[src/rtl/ex_mem_req.sv]
// Execute-side memory-request stage: holds one instruction, computes store lanes and
// misalignment, issues the data-memory address request, and hands off to writeback.
module ex_mem_req #(
    parameter int unsigned DATA_WIDTH = 32,
    parameter int unsigned RD_WIDTH   = 5
) (
    input  logic                  clk,
    input  logic                  rst_n,
    input  logic                  cancel,
    input  logic                  hold,
    input  logic                  valid_id,
    input  logic                  ready_go_id,
    output logic                  allow_in_ex,
    input  logic [DATA_WIDTH-1:0] alu_result_i,
    input  logic [DATA_WIDTH-1:0] rs2_data_i,
    input  logic [3:0]            control_flow_id,
    input  logic [RD_WIDTH-1:0]   rd_id,
    input  logic [2:0]            ins_func3_id,
    input  logic                  fence_type_id,
    input  logic                  wb_busy,
    output logic                  mem_req,
    output logic                  mem_we,
    output logic [DATA_WIDTH-1:0] mem_addr,
    output logic [DATA_WIDTH-1:0] mem_wdata,
    output logic [3:0]            mem_wstrb,
    input  logic                  mem_addr_ok,
    output logic                  valid_ex,
    output logic                  ready_go_ex,
    input  logic                  allow_in_wb,
    output logic [DATA_WIDTH-1:0] mem_address_o,
    output logic [3:0]            control_flow_ex,
    output logic [RD_WIDTH-1:0]   rd_ex,
    output logic [2:0]            ins_func3_o,
    output logic                  fence_type_ex,
    output logic                  misalign_ex
);

    localparam logic [0:0] EMPTY = 1'b0;
    localparam logic [0:0] FULL  = 1'b1;

    logic [0:0]            state;
    logic [0:0]            state_nxt;
    logic [DATA_WIDTH-1:0] addr_r;
    logic [DATA_WIDTH-1:0] rs2_r;
    logic [3:0]            cf_r;
    logic [RD_WIDTH-1:0]   rd_r;
    logic [2:0]            func3_r;
    logic                  fence_r;

    logic                  full;
    logic                  is_mem;
    logic                  misalign_rule;
    logic                  fence_block;
    logic                  req_ok;
    logic                  commit;
    logic [1:0]            offset;

    // State register
    always_ff @(posedge clk or negedge rst_n) begin
        if (!rst_n) begin
            state <= EMPTY;
        end else begin
            state <= state_nxt;
        end
    end

    // Payload capture; loads only when an instruction is accepted from upstream
    always_ff @(posedge clk or negedge rst_n) begin
        if (!rst_n) begin
            addr_r  <= '0;
            rs2_r   <= '0;
            cf_r    <= '0;
            rd_r    <= '0;
            func3_r <= '0;
            fence_r <= 1'b0;
        end else if (req_ok) begin
            addr_r  <= alu_result_i;
            rs2_r   <= rs2_data_i;
            cf_r    <= control_flow_id;
            rd_r    <= rd_id;
            func3_r <= ins_func3_id;
            fence_r <= fence_type_id;
        end
    end

    // Handshake, misalignment, request gating and next-state decode
    always_comb begin
        full          = 1'b0;
        is_mem        = 1'b0;
        misalign_rule = 1'b0;
        fence_block   = 1'b0;
        misalign_ex   = 1'b0;
        mem_req       = 1'b0;
        ready_go_ex   = 1'b0;
        commit        = 1'b0;
        allow_in_ex   = 1'b0;
        req_ok        = 1'b0;
        state_nxt     = state;

        full        = (state == FULL);
        is_mem      = cf_r[1] | cf_r[2];
        fence_block = fence_r & wb_busy;

        case (func3_r[1:0])
            2'b00:   misalign_rule = 1'b0;
            2'b01:   misalign_rule = addr_r[0];
            2'b10:   misalign_rule = (addr_r[1:0] != 2'b00);
            default: misalign_rule = 1'b1;
        endcase

        misalign_ex = full & is_mem & misalign_rule;
        // Request only when writeback can take the instruction in the same cycle
        mem_req     = full & is_mem & ~misalign_ex & ~hold & ~cancel & allow_in_wb & ~fence_block;
        ready_go_ex = full & ~hold & ~cancel & ~fence_block & (~is_mem | misalign_ex | mem_addr_ok);
        commit      = ready_go_ex & allow_in_wb;
        allow_in_ex = ~full | (commit & ~cancel);
        req_ok      = valid_id & ready_go_id & allow_in_ex;

        case (state)
            EMPTY: begin
                if (req_ok) begin
                    state_nxt = FULL;
                end
            end
            FULL: begin
                if (cancel) begin
                    state_nxt = EMPTY;
                end else if (commit && !req_ok) begin
                    state_nxt = EMPTY;
                end
            end
            default: state_nxt = EMPTY;
        endcase
    end

    // Store byte-lane replication and strobes
    always_comb begin
        offset    = addr_r[1:0];
        mem_wdata = rs2_r;
        mem_wstrb = 4'b0000;
        case (func3_r[1:0])
            2'b00: begin
                mem_wdata = {(DATA_WIDTH/8){rs2_r[7:0]}};
                mem_wstrb = 4'b0001 << offset;
            end
            2'b01: begin
                mem_wdata = {(DATA_WIDTH/16){rs2_r[15:0]}};
                mem_wstrb = 4'b0011 << offset;
            end
            default: begin
                mem_wdata = rs2_r;
                mem_wstrb = 4'b1111;
            end
        endcase
        if (!cf_r[2]) begin
            mem_wstrb = 4'b0000;
        end
    end

    // Forwarded payload; a misaligned op drops its load/store/write-back effects
    always_comb begin
        valid_ex        = (state == FULL);
        mem_we          = cf_r[2];
        mem_addr        = {addr_r[DATA_WIDTH-1:2], 2'b00};
        mem_address_o   = addr_r;
        control_flow_ex = misalign_ex ? {cf_r[3], 3'b000} : cf_r;
        rd_ex           = rd_r;
        ins_func3_o     = func3_r;
        fence_type_ex   = fence_r;
    end

endmodule

[config.mk]
export PLATFORM = sky130hd
export DESIGN_NAME = ex_mem_req
export DESIGN_NICKNAME = d
export VERILOG_FILES = /design/src/rtl/ex_mem_req.sv
export SDC_FILE = /design/constraint.sdc
export NUM_CORES = 1
export LEC_CHECK = 0
export ABC_AREA = 1
export CORE_ASPECT_RATIO = 0.9
export CORE_MARGIN = 2
export CORE_UTILIZATION = 37
export CTS_BUF_LIST = sky130_fd_sc_hd__clkbuf_8
export DETAILED_ROUTE_END_ITERATION = 10
export PLACE_DENSITY_LB_ADDON = 0.25
export SYNTH_ARGS = -nofsm -noshare
export SYNTH_HDL_FRONTEND = slang
export SYNTH_SLANG_ARGS = --single-unit
[constraint.sdc]
create_clock -name clk -period 1.4 [get_ports clk]
set_input_delay 0.28 -clock clk [delete_from_list [all_inputs] [get_ports clk]]
set_output_delay 0.28 -clock clk [all_outputs]
set_load 0.05 [all_outputs]
==> results.md, run 1 <==
- Fin. Hold Viols: 0
- Setup TNS: -62.37 ns
- Critical-path cell list: clkdlybuf4s50_1, nor3_1, nand2_1, inv_1, nand3_4, nand2_4, buf_12, buf_12
- Largest cells by area after synthesis: dfrtp_1 50%, nand2_1 20%, nand3_1 10%, buf_4 8.3%, inv_1 1.7%
- Initial DRC Count: 224
- CTS max path bufs: 2
- Status: finished with violations
- Detail Placement HPWL: 10100 um
- Max-slew violations: 0
- Max-Cap Viols: 0
- Area leader, netlist: dfrtp_1
- Final Util: 0.898
- Setup crit end kind: primary output
- Clock sink count: 78
- Pwr dens: 2600 nW/um2
- Hold Crit Class: input port to asynchronous set/reset pin
- Setup slack after layout: -0.670 ns
- Clk_lat worst skew: 0.36 ns
- Post-Route WL: 19600 um
- Placed Cells: 792
- FF-to-FF setup slack: -0.62 ns
- Rows: 35
- Crit path buffers/inverters: 4
- Fin crit share: 1.48
- FF-to-FF End: mem_address_o[15]
- Clk root buf: clkbuf_8
- Post-Syn Instances: 490
- Crit path DAT: 1.79 ns
- CP Class: input port to primary output
- Syn avg cell area: 7.90 um2
- Unrepaired setup endpoints after global routing: true
- Overall Power: 23.8 mW
- Ys Warns: 0
- Initial antenna violation count: 0
- Drt wl/cell: 23.0 um
- Gpl congestion: 0.871
- Chip width: 112 um
- IO buf count: 202
- Post-synthesis sequential area ratio: 0.504
- Global Route Usage Sum: 0.270
- Slowest cell on crit path: clkdlybuf4s50_1
- Core ar.: 10200 um2
- Top delay family on crit path: buffers and inverters
- Routed via count: 4569
- Post-detailed-route count of antenna-violating nets: 0
- Reg clk slew, reported paths: 0.08 ns
- Antenna Diode Count: 0
- VDD IR max: 0.00198 V
- R2R Path Start: valid_ex
- H-tree levels: 3
- Post-layout min period: 2.07 ns
- FF-to-FF path depth: 13
- Static Leak: 4.19 nW
- Register bit total from synthesis: 78
- Largest net degree at the start of global routing: 79
- Drt pass-1 iters: 4
- Starting density of the core: 0.379
- Achievable frequency: 0.483 GHz
- CP dominant cell by count: buf_12
- DR vias/cell: 5.36
- Post-synthesis cell type count: 20
- First-pass GRT wire length: 23800 um
- Failing checks: setup timing
- Die height: 101 um
- Grt total ovfl: 0
- Final nets: 805
- Crit start category: input port
- CTS Buf Count: 9
- Syn Std Cell Area: 3870 um2
- DIE AREA: 11300 um2
- Non-filler cells in the finished layout: 853
- CTS tree: built
- Clock Skew: 0.0226 ns
- Number of global-route vias before repair: 4523
- Required time of the critical path: 1.12 ns
- DRC violations left: 0
- Yosys top cell area share: 0.504
- Share of layout cells above drive strength 1: 0.570
- I/O pin cnt: 205
- Final setup fails: 115
- Slowest Stage Delay on Critical Path: 0.47 ns
- Worst-path fanout max: 5
- Area delta synth->final: 137%
==> cell families after synthesis <==
group,share of synthesized area
buffers and inverters,0.138
AND/OR/NAND/NOR,0.321
flip-flops,0.504
other,0.000969
AO/OA/AOI/OAI,0.0356
==> state kept, by name, indices dropped and copies added (netlist names) <==
signal         cells
cf_r               4
rd_ex              5
ins_func3_o        3
rs2_r             32
valid_ex           1
fence_type_ex      1
mem_address_o     32
==> where the power goes <==
group          internal, mW  switching, mW  leakage, nW  total (mW)
Sequential             3.09           1.48        0.960        4.57
Clock                 0.984          0.868        0.115        1.85
Combinational          8.25           9.13         3.12        17.4
==> synthesized netlist by cell type (all sizes together) <==
master  instances
nand2         206
nand3          78
inv            18
buf            59
o211ai          8
a21boi          1
dfrtp          78
clkbuf         10
conb            1
nor3            1
nor2           14
o21ai          10
nor4b           1
a21oi           4
clkinv          1
==> what timing repair did <==
| item | in CTS | in global routing |
|---|---|---|
| setup endpoints to repair | 114 | 116 |
| pin swaps | 13 | 48 |
| hold buffers | 1 | 0 |
| setup buffers | 15 | 20 |
| resized for setup | 57 | 211 |
| hold endpoints to repair | 78 | 0 |
| cloned | 7 | 9 |
==> area by class of cell <==
type / count / area (um2)
flip-flops and latches: 78 / 1960
fillers: 402 / 1040
inverters: 19 / 77.6
well taps: 129 / 161
multi-input cells: 325 / 2390
repair buffers: 286 / 4370
clock buffers: 9 / 124
clock inverters: 7 / 82.6
==> stage by stage <==
stage	hold slack (ns)	area, um2	setup slack [ns]
finish	0.482	9170	-0.670
global route	0.488	9170	-0.725
CTS	0.474	8170	-0.581
detailed placement	0.341	7410	-0.547
global placement	0.339	7410	-0.488
floorplan	-0.0156	4230	-0.579
==> per-layer routing <==
metal,up-vias,track usage,wire [um]
li1,1976,-,-
met2,277,0.469,10200
met3,57,0.0800,1710
met4,0,0.0836,707
met5,-,0,0
met1,2259,0.326,6970
==> worst max path at each step <==
stage                               to  cells past startpoint        startpoint  slack, ns
CTS                        misalign_ex                      8  mem_address_o[0]      -0.58
detailed placement             cf_r[1]                      9            cancel      -0.55
global placement           allow_in_ex                      8            cancel      -0.49
global route               allow_in_ex                      8          valid_ex      -0.73
floorplan           control_flow_ex[0]                      7  mem_address_o[0]      -0.58
finish                     allow_in_ex                      8            cancel      -0.67
==> tightest hold or removal path, cell delays in order <==
cell and delay, ns:
dlygate4sd3_1 0.53, buf_4 0.12, buf_12 0.33
==> cell usage in the layout (no fill, tap or decap), types with 2 or more instances in the layout <==
master,count
clkbuf_8,9
dfrtp_2,7
buf_4,30
conb_1,2
nand2_2,76
bufinv_16,2
inv_1,15
buf_6,22
nor2_4,10
o21ai_4,9
nand3_1,43
buf_8,4
nand3_4,6
nor2_1,2
inv_2,4
clkdlybuf4s50_1,84
buf_16,6
nor2_2,2
nand3_2,29
dfrtp_1,71
clkinv_2,3
buf_12,131
nand2_4,45
nand2_1,84
clkbuf_16,8
o211ai_1,8
a21oi_4,4
Power figures use the tool's default switching activity.
==> inputs of run 2 (changes only) <==
ABC_CLOCK_PERIOD_IN_PS = 1400   (was unset)
GPL_ROUTABILITY_DRIVEN = 0   (was unset)
RECOVER_POWER = 50   (was unset)
==> results.md, run 2 (synthesized netlist as in run 1, its figures left out) <==
- Share of layout cells above drive strength 1: 0.570 (unchanged)
- Reg clk slew, reported paths: 0.08 ns (about the same)
- Setup slack after layout: -0.665 ns (+0.00569 ns)
- Most frequent cells in the layout: 130 x buf_12, 84 x nand2_1, 84 x clkdlybuf4s50_1, 76 x nand2_2, 71 x dfrtp_1
- Fin crit share: 1.47 (-0.00406)
- Clk root buf: clkbuf_8
- Detail Placement HPWL: 10100 um (unchanged)
- Routed via count: 4583 (+0.31%)
- CP Class: input port to primary output
- Final setup fails: 115 (unchanged)
- Area delta synth->final: 137% (about the same)
- Non-filler cells in the finished layout: 853 (unchanged)
- Status: finished with violations
- # fillers: 403 (+0.25%)
- Antenna Diode Count: 0 (unchanged)
- Clk_lat worst skew: 0.36 ns (about the same)
- Hold endpoint: rs2_r[11]
- Clock Skew: 0.0233 ns (+0.000713 ns)
- Slew HR: 0.500
- Fin. Hold Viols: 0 (unchanged)
- Global Route Usage Sum: 0.270 (unchanged)
- Starting density of the core: 0.379 (unchanged)
- Achievable frequency: 0.484 GHz (+0.28%)
- Crit path DAT: 1.78 ns (about the same)
- FF-to-FF path depth: 13 (unchanged)
- Pwr dens: 2600 nW/um2 (about the same)
- First-pass GRT wire length: 23800 um (unchanged)
- Number of global-route vias before repair: 4523 (unchanged)
- Crit start category: input port
- Footprint of the multi-input gates: 2390 um2 (unchanged)
- DIE AREA: 11300 um2 (unchanged)
- CTS Buf Count: 9 (unchanged)
- Worst slack, placed: -0.547 ns (unchanged)
- Post-layout min period: 2.06 ns (-0.00569 ns)
- CTS max path bufs: 2 (unchanged)
- Register area: 1960 um2 (unchanged)
- I/O pin cnt: 205 (unchanged)
- Worst-margin pin slew: 0.750 ns
- Max-Cap Viols: 0 (unchanged)
- Clock sink count: 78 (unchanged)
- Post-Route WL: 19500 um (-0.39%)
- FF-to-FF setup slack: -0.61 ns (about the same)
- Worst-path fanout max: 5 (unchanged)
- Drt pass-1 iters: 5 (+1)
- Unrepaired setup endpoints after global routing: true
- IO buf count: 202 (unchanged)
- Max-slew violations: 0 (unchanged)
- Core ar.: 10200 um2 (unchanged)
- Rows: 35 (unchanged)
- Initial antenna violation count: 0 (unchanged)
- Static Leak: 4.19 nW (about the same)
- Drt wl/cell: 22.9 um (-0.39%)
- Final nets: 805 (unchanged)
- DR vias/cell: 5.37 (+0.31%)
- R2R Path Start: valid_ex
- DRC violations left: 0 (unchanged)
- Grt total ovfl: 0 (unchanged)
- VDD IR max: 0.00198 V (+0.14%)
- CTS tree: built
- Required time of the critical path: 1.12 ns (about the same)
- Failing checks: setup timing
- HP Start: rs2_data_i[11]
- Initial DRC Count: 260 (+16%)
- FF-to-FF End: mem_address_o[15]
- Hold path depth: 3
- Chip width: 112 um (unchanged)
- Placed Cells: 792 (unchanged)
- H-tree levels: 3 (unchanged)
- Setup crit end kind: primary output
- Die height: 101 um (unchanged)
- Most common library cell in the layout ignoring fill and taps: buf_12
- Post-detailed-route count of antenna-violating nets: 0 (unchanged)
- Hold Crit Class: input port to register
- Overall Power: 23.8 mW (about the same)
- Largest net degree at the start of global routing: 79 (unchanged)
[run 2: changes by cell type in the layout (fill, tap and decap cells not counted), sizes merged]
| cell | change |
|---|---|
| buf | -1 |
| clkbuf | +1 |
[run 2: per-stage QoR]
stage          hold WS (ns)  utilization  setup TNS [ns]  area (um2)
2_1_floorplan       -0.0156            -          -37.89        4230
3_3_place_gp          0.339        0.727          -40.45        7410
3_5_place_dp          0.341        0.727          -46.07        7410
4_1_cts               0.474        0.801          -44.98        8170
5_1_grt               0.488        0.897          -68.87        9160
6_report              0.483        0.897          -61.96        9160
[run 2: worst max-delay path by stage]
stage                                 from                 end  slack [ns]  cells after the start
after floorplan           mem_address_o[0]  control_flow_ex[0]       -0.58                      7
after global placement              cancel         allow_in_ex       -0.49                      8
after detailed placement            cancel             cf_r[1]       -0.55                      9
after CTS                 mem_address_o[0]         misalign_ex       -0.58                      8
after global routing              valid_ex         allow_in_ex       -0.73                      8
final                               cancel         allow_in_ex       -0.66                      8
[run 2: layout make-up]
type,count,share of cell area
Clock buffer,9,0.0135
Clock inverter,7,0.00902
Inverter,19,0.00847
Multi-Input combinational cell,325,0.261
Sequential cell,78,0.214
Tap cell,129,0.0176
Timing Repair Buffer,286,0.476
[run 2: power by group]
group          switching (mW)  leakage [nW]  internal, mW
clock                   0.872         0.115         0.984
sequential               1.48         0.960          3.09
combinational            9.13          3.12          8.25
total                    11.5          4.19          12.3
[run 2: per-layer routing]
metal / up-vias / share of wire / global-route usage / routed length [um]
met5: - / 0 / 0 / 0
met4: 0 / 0.036 / 0.0836 / 699
met3: 57 / 0.082 / 0.0800 / 1590
met2: 281 / 0.53 / 0.469 / 10200
met1: 2269 / 0.36 / 0.326 / 6970
li1: 1976 / - / - / -
[run 2: repair_timing]
| action | CTS | global route |
|---|---|---|
| buffers inserted | 15 | 20 |
| endpoints found under the hold margin | 78 | 0 |
| pin swaps | 13 | 48 |
| setup endpoints to repair | 114 | 116 |
| cloned | 7 | 9 |
| resized for setup | 57 | 211 |
| hold buffers | 1 | 0 |
[run 2: critical path: stages]
cell,delay (ns)
clkdlybuf4s50_1,0.47
nor3_1,0.21
nand2_1,0.20
inv_1,0.17
nand3_4,0.09
nand2_4,0.09
buf_12,0.12
buf_12,0.13
